===== src/rtl/fifo_wr_arbiter_if.sv =====
// ---------------------------------------------------------------------------
// fifo_wr_arbiter_if
//
// Bundles the request-side handshake and the shared-FIFO write port that the
// fifo_wr_arbiter sits between.
//
// Parameters:
//   N   - number of requesters
//   W   - data width per requester
//   IDW - source-id width
//
// Signals:
//   req_valid[N]      per-requester beat valid
//   req_data[N*W]     per-requester data, requester i on [i*W +: W]
//   req_last[N]       final beat of the requester's packet
//   req_ready[N]      per-requester beat accept
//   fifo_full         full flag from the shared FIFO
//   fifo_wr_en        write strobe to the FIFO
//   fifo_wr_data      {grant_id, data of the granted requester}
//   grant_id          currently granted requester
//   busy              high while a grant is held
//
// Modports:
//   slave  - the arbiter itself
//   master - the surrounding environment (producers plus the FIFO)
// ---------------------------------------------------------------------------
interface fifo_wr_arbiter_if #(
   parameter int N   = 4,
   parameter int W   = 8,
   parameter int IDW = 2
);
   logic [N-1:0]     req_valid;
   logic [N*W-1:0]   req_data;
   logic [N-1:0]     req_last;
   logic [N-1:0]     req_ready;
   logic             fifo_full;
   logic             fifo_wr_en;
   logic [IDW+W-1:0] fifo_wr_data;
   logic [IDW-1:0]   grant_id;
   logic             busy;

   modport slave (
      input  req_valid, req_data, req_last, fifo_full,
      output req_ready, fifo_wr_en, fifo_wr_data, grant_id, busy
   );

   modport master (
      output req_valid, req_data, req_last, fifo_full,
      input  req_ready, fifo_wr_en, fifo_wr_data, grant_id, busy
   );
endinterface


===== src/rtl/fifo_wr_arbiter.sv =====
// ---------------------------------------------------------------------------
// fifo_wr_arbiter
//
// Shares the single write port of a sync_fifo among N requesters using
// round-robin arbitration with a bounded burst lock. Every accepted beat is
// written as {source_id, data} so the read side can demultiplex.
//
// Parameters:
//   N     - number of requesters (2..8)
//   W     - data width per requester
//   IDW   - source-id width, 2**IDW >= N
//   BURST - maximum beats per grant (1..16)
//
// Ports:
//   clk        block clock, shared with the FIFO
//   reset      synchronous, active-high reset
//   bus        fifo_wr_arbiter_if.slave (requests, FIFO write port, status)
//   stall_clr  (optional) synchronous clear of stall_cnt
//   stall_cnt  (optional) saturating count of stalled grant cycles
//
// Optional feature macro: FIFO_WR_ARB_STALL_CNT_EN
//   When defined, adds stall_clr/stall_cnt. stall_cnt counts cycles in GRANT
//   with the granted requester valid and the FIFO full, saturating at 16'hFFFF.
// ---------------------------------------------------------------------------
module fifo_wr_arbiter #(
   parameter int N     = 4,
   parameter int W     = 8,
   parameter int IDW   = 2,
   parameter int BURST = 4
) (
   input  logic        clk,
   input  logic        reset,
`ifdef FIFO_WR_ARB_STALL_CNT_EN
   input  logic        stall_clr,
   output logic [15:0] stall_cnt,
`endif
   fifo_wr_arbiter_if.slave bus
);

   localparam int NP = 2 ** IDW;
   localparam int CW = $clog2(BURST) + 1;

   typedef enum logic {IDLE, GRANT} state_t;

   state_t         state;
   logic [IDW-1:0] gid_q;
   logic [IDW-1:0] last_ptr;
   logic [CW-1:0]  beat_cnt;

   logic [NP-1:0]  valid_pad;
   logic [NP-1:0]  last_pad;
   logic [NP-1:0]  ready_pad;
   logic [W-1:0]   data_arr [NP];
   logic [IDW-1:0] sel;
   logic [IDW-1:0] cand;
   logic           any_valid;
   logic           in_grant;
   logic           cur_valid;
   logic           cur_last;
   logic           accept;

   // Widen the request vectors to the full id space so grant_id can index
   // them directly; ids >= N read as idle requesters and are never selected.
   always_comb begin
      valid_pad = NP'(bus.req_valid);
      last_pad  = NP'(bus.req_last);
      for (int i = 0; i < NP; i++) data_arr[i] = '0;
      for (int i = 0; i < N; i++) data_arr[i] = bus.req_data[i*W +: W];
   end

   // Round-robin search starting just after the last granted index. Walking
   // the offsets from farthest to nearest lets the nearest valid one win.
   always_comb begin
      sel       = last_ptr;
      cand      = '0;
      any_valid = 1'b0;
      for (int k = N; k >= 1; k--) begin
         cand = IDW'((int'(last_ptr) + k) % N);
         if (valid_pad[cand]) begin
            sel       = cand;
            any_valid = 1'b1;
         end
      end
   end

   // Write path is combinational from the held grant. Reset gates it so a
   // beat presented in the reset cycle is neither accepted nor written.
   always_comb begin
      in_grant  = (state == GRANT) && !reset;
      cur_valid = valid_pad[gid_q];
      cur_last  = last_pad[gid_q];
      accept    = in_grant && cur_valid && !bus.fifo_full;
      ready_pad = '0;
      if (in_grant) ready_pad[gid_q] = !bus.fifo_full;
   end

   assign bus.req_ready    = ready_pad[N-1:0];
   assign bus.fifo_wr_en   = accept;
   assign bus.fifo_wr_data = {gid_q, data_arr[gid_q]};
   assign bus.grant_id     = gid_q;
   assign bus.busy         = (state == GRANT);

   // Two-state arbiter. IDLE spends exactly one cycle picking the next owner;
   // GRANT streams beats until last, burst limit, or a valid gap. A full FIFO
   // only pauses the grant: nothing is written and the beat count holds.
   always_ff @(posedge clk) begin
      if (reset) begin
         state    <= IDLE;
         gid_q    <= '0;
         last_ptr <= IDW'(N - 1);
         beat_cnt <= '0;
      end else begin
         case (state)
            IDLE: begin
               if (any_valid) begin
                  gid_q    <= sel;
                  last_ptr <= sel;
                  beat_cnt <= '0;
                  state    <= GRANT;
               end
            end
            GRANT: begin
               if (!cur_valid) begin
                  beat_cnt <= '0;
                  state    <= IDLE;
               end else if (accept) begin
                  if (cur_last || (beat_cnt == CW'(BURST - 1))) begin
                     beat_cnt <= '0;
                     state    <= IDLE;
                  end else begin
                     beat_cnt <= beat_cnt + CW'(1);
                  end
               end
            end
            default: state <= IDLE;
         endcase
      end
   end

`ifdef FIFO_WR_ARB_STALL_CNT_EN
   // Counts cycles where the owner has a beat ready but the FIFO refuses it.
   // Clear wins over increment; the count sticks at all-ones.
   always_ff @(posedge clk) begin
      if (reset || stall_clr) begin
         stall_cnt <= '0;
      end else if ((state == GRANT) && cur_valid && bus.fifo_full &&
                   (stall_cnt != 16'hFFFF)) begin
         stall_cnt <= stall_cnt + 16'd1;
      end
   end
`endif

endmodule

===== src/flat_wrapper.sv =====
// flat-port wrapper written by rule: the top's interface ports become plain ports
module fifo_wr_arbiter_flat 
#(
   parameter int N     = 4,
   parameter int W     = 8,
   parameter int IDW   = 2,
   parameter int BURST = 4
)
  (clk, reset, bus_req_valid, bus_req_data, bus_req_last, bus_fifo_full, bus_req_ready, bus_fifo_wr_en, bus_fifo_wr_data, bus_grant_id, bus_busy);
  fifo_wr_arbiter_if #(.N(N), .W(W), .IDW(IDW)) bus_i ();
  input  logic clk;
  input  logic reset;
  input wire logic [$bits(bus_i.req_valid)-1:0] bus_req_valid;
  input wire logic [$bits(bus_i.req_data)-1:0] bus_req_data;
  input wire logic [$bits(bus_i.req_last)-1:0] bus_req_last;
  input wire logic [$bits(bus_i.fifo_full)-1:0] bus_fifo_full;
  output wire logic [$bits(bus_i.req_ready)-1:0] bus_req_ready;
  output wire logic [$bits(bus_i.fifo_wr_en)-1:0] bus_fifo_wr_en;
  output wire logic [$bits(bus_i.fifo_wr_data)-1:0] bus_fifo_wr_data;
  output wire logic [$bits(bus_i.grant_id)-1:0] bus_grant_id;
  output wire logic [$bits(bus_i.busy)-1:0] bus_busy;
  assign bus_i.req_valid = bus_req_valid;
  assign bus_i.req_data = bus_req_data;
  assign bus_i.req_last = bus_req_last;
  assign bus_i.fifo_full = bus_fifo_full;
  assign bus_req_ready = bus_i.req_ready;
  assign bus_fifo_wr_en = bus_i.fifo_wr_en;
  assign bus_fifo_wr_data = bus_i.fifo_wr_data;
  assign bus_grant_id = bus_i.grant_id;
  assign bus_busy = bus_i.busy;
  fifo_wr_arbiter #(.N(N), .W(W), .IDW(IDW), .BURST(BURST)) u_core (.clk(clk), .reset(reset), .bus(bus_i));
endmodule

===== config.mk =====
export PLATFORM = sky130hd
export DESIGN_NAME = fifo_wr_arbiter_flat
export DESIGN_NICKNAME = d
export VERILOG_FILES = /design/src/rtl/fifo_wr_arbiter_if.sv /design/src/rtl/fifo_wr_arbiter.sv /design/src/flat_wrapper.sv
export SDC_FILE = /design/constraint.sdc
export NUM_CORES = 1
export LEC_CHECK = 0
export BUFFER_PORTS_ARGS = -buffer_cell sky130_fd_sc_hd__buf_2
export CAP_MARGIN = 20
export CORE_MARGIN = 3
export CORE_UTILIZATION = 25
export DETAILED_ROUTE_END_ITERATION = 16
export HOLD_SLACK_MARGIN = 0.03
export PLACE_DENSITY = 0.6
export SLEW_MARGIN = 25
export SYNTH_ARGS = -nofsm -noshare
export SYNTH_HDL_FRONTEND = slang
export SYNTH_SLANG_ARGS = --single-unit

===== constraint.sdc =====
create_clock -name clk -period 2.8 [get_ports clk]
set_clock_uncertainty 0.05 [all_clocks]
set_input_delay 0.28 -clock clk [delete_from_list [all_inputs] [get_ports clk]]
set_output_delay 0.28 -clock clk [all_outputs]
set_load 0.05 [all_outputs]

==> reports/metrics.cfg <==
[power_and_ir_drop]
pwr-share-comb_pct=58.3
switching_power_uw=253.9
pwr-share-seq_pct=25.7
p_per_area_nw_per_um2=492.9
peakVddDrop_mv=0.1203
swShare_pct=46.74
cellInternalPower_uw=289.4
power_leakage_uw=0.0005380
clockPowerShare_pct=16.0

[critical_path]
crit_fanout=9
required_ns=2.47
arrival_ns=1.70
cp-start-kind=register
crit_buf_inv=1
path_cells=nor3b_1, nor3b_1, buf_2
crit_slowest_cell=dfxtp_1
crit_top_cell=nor3b_1
critPathKind=register to output port
path_delay_family=simple AND/OR/NAND/NOR gates
worstSetupEndpointType=output port
max_stage_delay_ns=0.49

[synthesis]
synth.most_common_cell=mux4_2
synth_top_area_share_pct=32.14
synth_cell_types=29
synth.area.top_cells=mux4_2 32%, dfxtp_1 21%, nand2b_1 4.1%
post-synth-top-area-cell=mux4_2
avgSynthCellArea_um2=9.881
synth_edf_count=0
ys_seq_area_share_pct=20.78
synthFlopType=dfxtp_1
synth_nets=123
synth_common_cells=11 x mux4_2, 8 x dfxtp_1, 8 x nor2_1
synth-async-reset-ratio_pct=0
yosysWarnings=0
synth_cells=78
synth_area_um2=770.7
ys_ff_latch=8

[die]
num_rows=19
initial_core_util_pct=27.02
die_area_um2=3785
die_w_um=61.53
ios=61
coreArea_um2=2853
dieHeight_um=61.53

[drt]
drt_iter0_markers=20
dr_total_vias=860
drc_errors=0
ant_nets=0
first_pass_iters=4
totalWireLength_um=2244
viasPerCell=5.150
wl_per_cell_um=13.44

[clock_network]
cts_setup_buffers=0
cts_buffers=3
cts_hold_buffers=0
clkTransAtPathRegs_ns=0.05
cts_tree=done
cts_root_buffer=clkbuf_4
clk-insertion-delay-late_ns=0.25
postCtsResizedCells=0
cts.sinks=8
cts_max_path_buffers=2
cts-htree-levels=1

[global_routing]
grt_pass1_vias=874
grt_pass1_wl_um=3484
overflow=0
antenna_found_initial=0
grtUsageTotal_pct=12.26
grt_max_degree=17

[run_status]
status=completed

[cells_and_area]
post-route-util_pct=38.64
area_growth_pct=43.02
num_antenna_cells=0
nNetsFinal=183
layout-drive-gt1-share_pct=57.35

[sta]
rsz0062_at_grt=false
fin_crit_sh_pct=72.57
max_freq_mhz=492.1
slew_viol_final=0
hold_ws_ns=0.2818
period_needed_ns=2.032
setup_viol=0
tightest_slew_ns=0.4523
hold_viol_final=0
slew_headroom_pct=69.78
tns_ns=0

[place]
numPortBuffers=60
gp_congestion=0.8005
dp_hpwl_um=1928

[min_path]
hp-class=primary input to register

[flow_run]
cap_violations=0

==> registers in the layout, indices dropped and copies added, names as in the netlist <==
| register | cells |
|---|---|
| u_core.bus.busy | 1 |
| u_core.last_ptr | 2 |
| u_core.beat_cnt | 3 |
| u_core.bus.grant_id | 2 |
==> metrics by stage <==
step | std cells | total power [uW] | setup slack [ns] | instance area, um^2
finish | 167 | 543.3 | 0.7679 | 1102
global route | 167 | 584.7 | 0.5977 | 1102
CTS | 167 | 549.3 | 0.7478 | 1102
detailed placement | 164 | 461.4 | 1.047 | 1080
global placement | 164 | 457.6 | 1.074 | 1080
floorplan | 78 | 388.7 | 0.1320 | 770.7
==> placed cells by master (no fill, tap or decap), types with 3 or more instances in the layout <==
| cell | instances |
|---|---|
| nand2b_1 | 5 |
| mux4_2 | 11 |
| clkbuf_4 | 3 |
| nor2_1 | 8 |
| inv_1 | 4 |
| buf_2 | 60 |
| dfxtp_1 | 8 |
| nand2_1 | 6 |
| a21oi_1 | 5 |
==> power by group through the flow <==
stage               registers [uW]  clock network (uW)  logic [uW]
floorplan                      157                   0         232
global placement               141                   0         317
detailed placement             142                   0         319
CTS                            140                89.9         320
global route                   142                98.3         344
finish                         140                86.8         317
==> kinds of logic after synthesis <==
family	synth area share (%)
adder cells (fa/ha/maj)	3.246
buffers and inverters	7.790
AO/OA/AOI/OAI	15.10
AND/OR/NAND/NOR	19.48
flip-flops	20.78
multiplexers	33.60
==> worst paths after layout <==
path | endpoint | from | slack, ns | depth (start not counted)
max | bus_req_ready[0] | u_core.bus.busy$_SDFF_PP0_ | 0.77 | 3
min reg2reg | u_core.beat_cnt[2]$_SDFFE_PP0P_ | u_core.beat_cnt[2]$_SDFFE_PP0P_ | 0.43 | 1
min | u_core.bus.busy$_SDFF_PP0_ | reset | 0.28 | 2
max reg2reg | u_core.beat_cnt[0]$_SDFFE_PP0P_ | u_core.bus.grant_id[1]$_SDFFE_PP0P_ | 1.12 | 4
==> final cells by class <==
type                    count  area, um^2
clock buffers               3       22.52
flip-flops and latches      8       160.2
multi-input cells          59       550.5
inverters                   4       15.01
fillers                   299        1750
repair buffers             62       315.3
well taps                  31       38.79
==> worst reg2reg max path, stage by stage (launching register included) <==
cell and delay [ns]:
dfxtp_1 0.35, mux4_2 0.56, and2_4 0.19, and3b_1 0.17, mux2_2 0.26
==> per-layer routing <==
metal,vias up,part of all wire (%),global-route usage (%)
li1,418,-,-
met1,391,35,11.45
met2,49,51,24.66
met3,2,13,2.725
met4,0,1.2,5.455
met5,-,0,0
No activity file was read; power rests on OpenSTA's default activity.
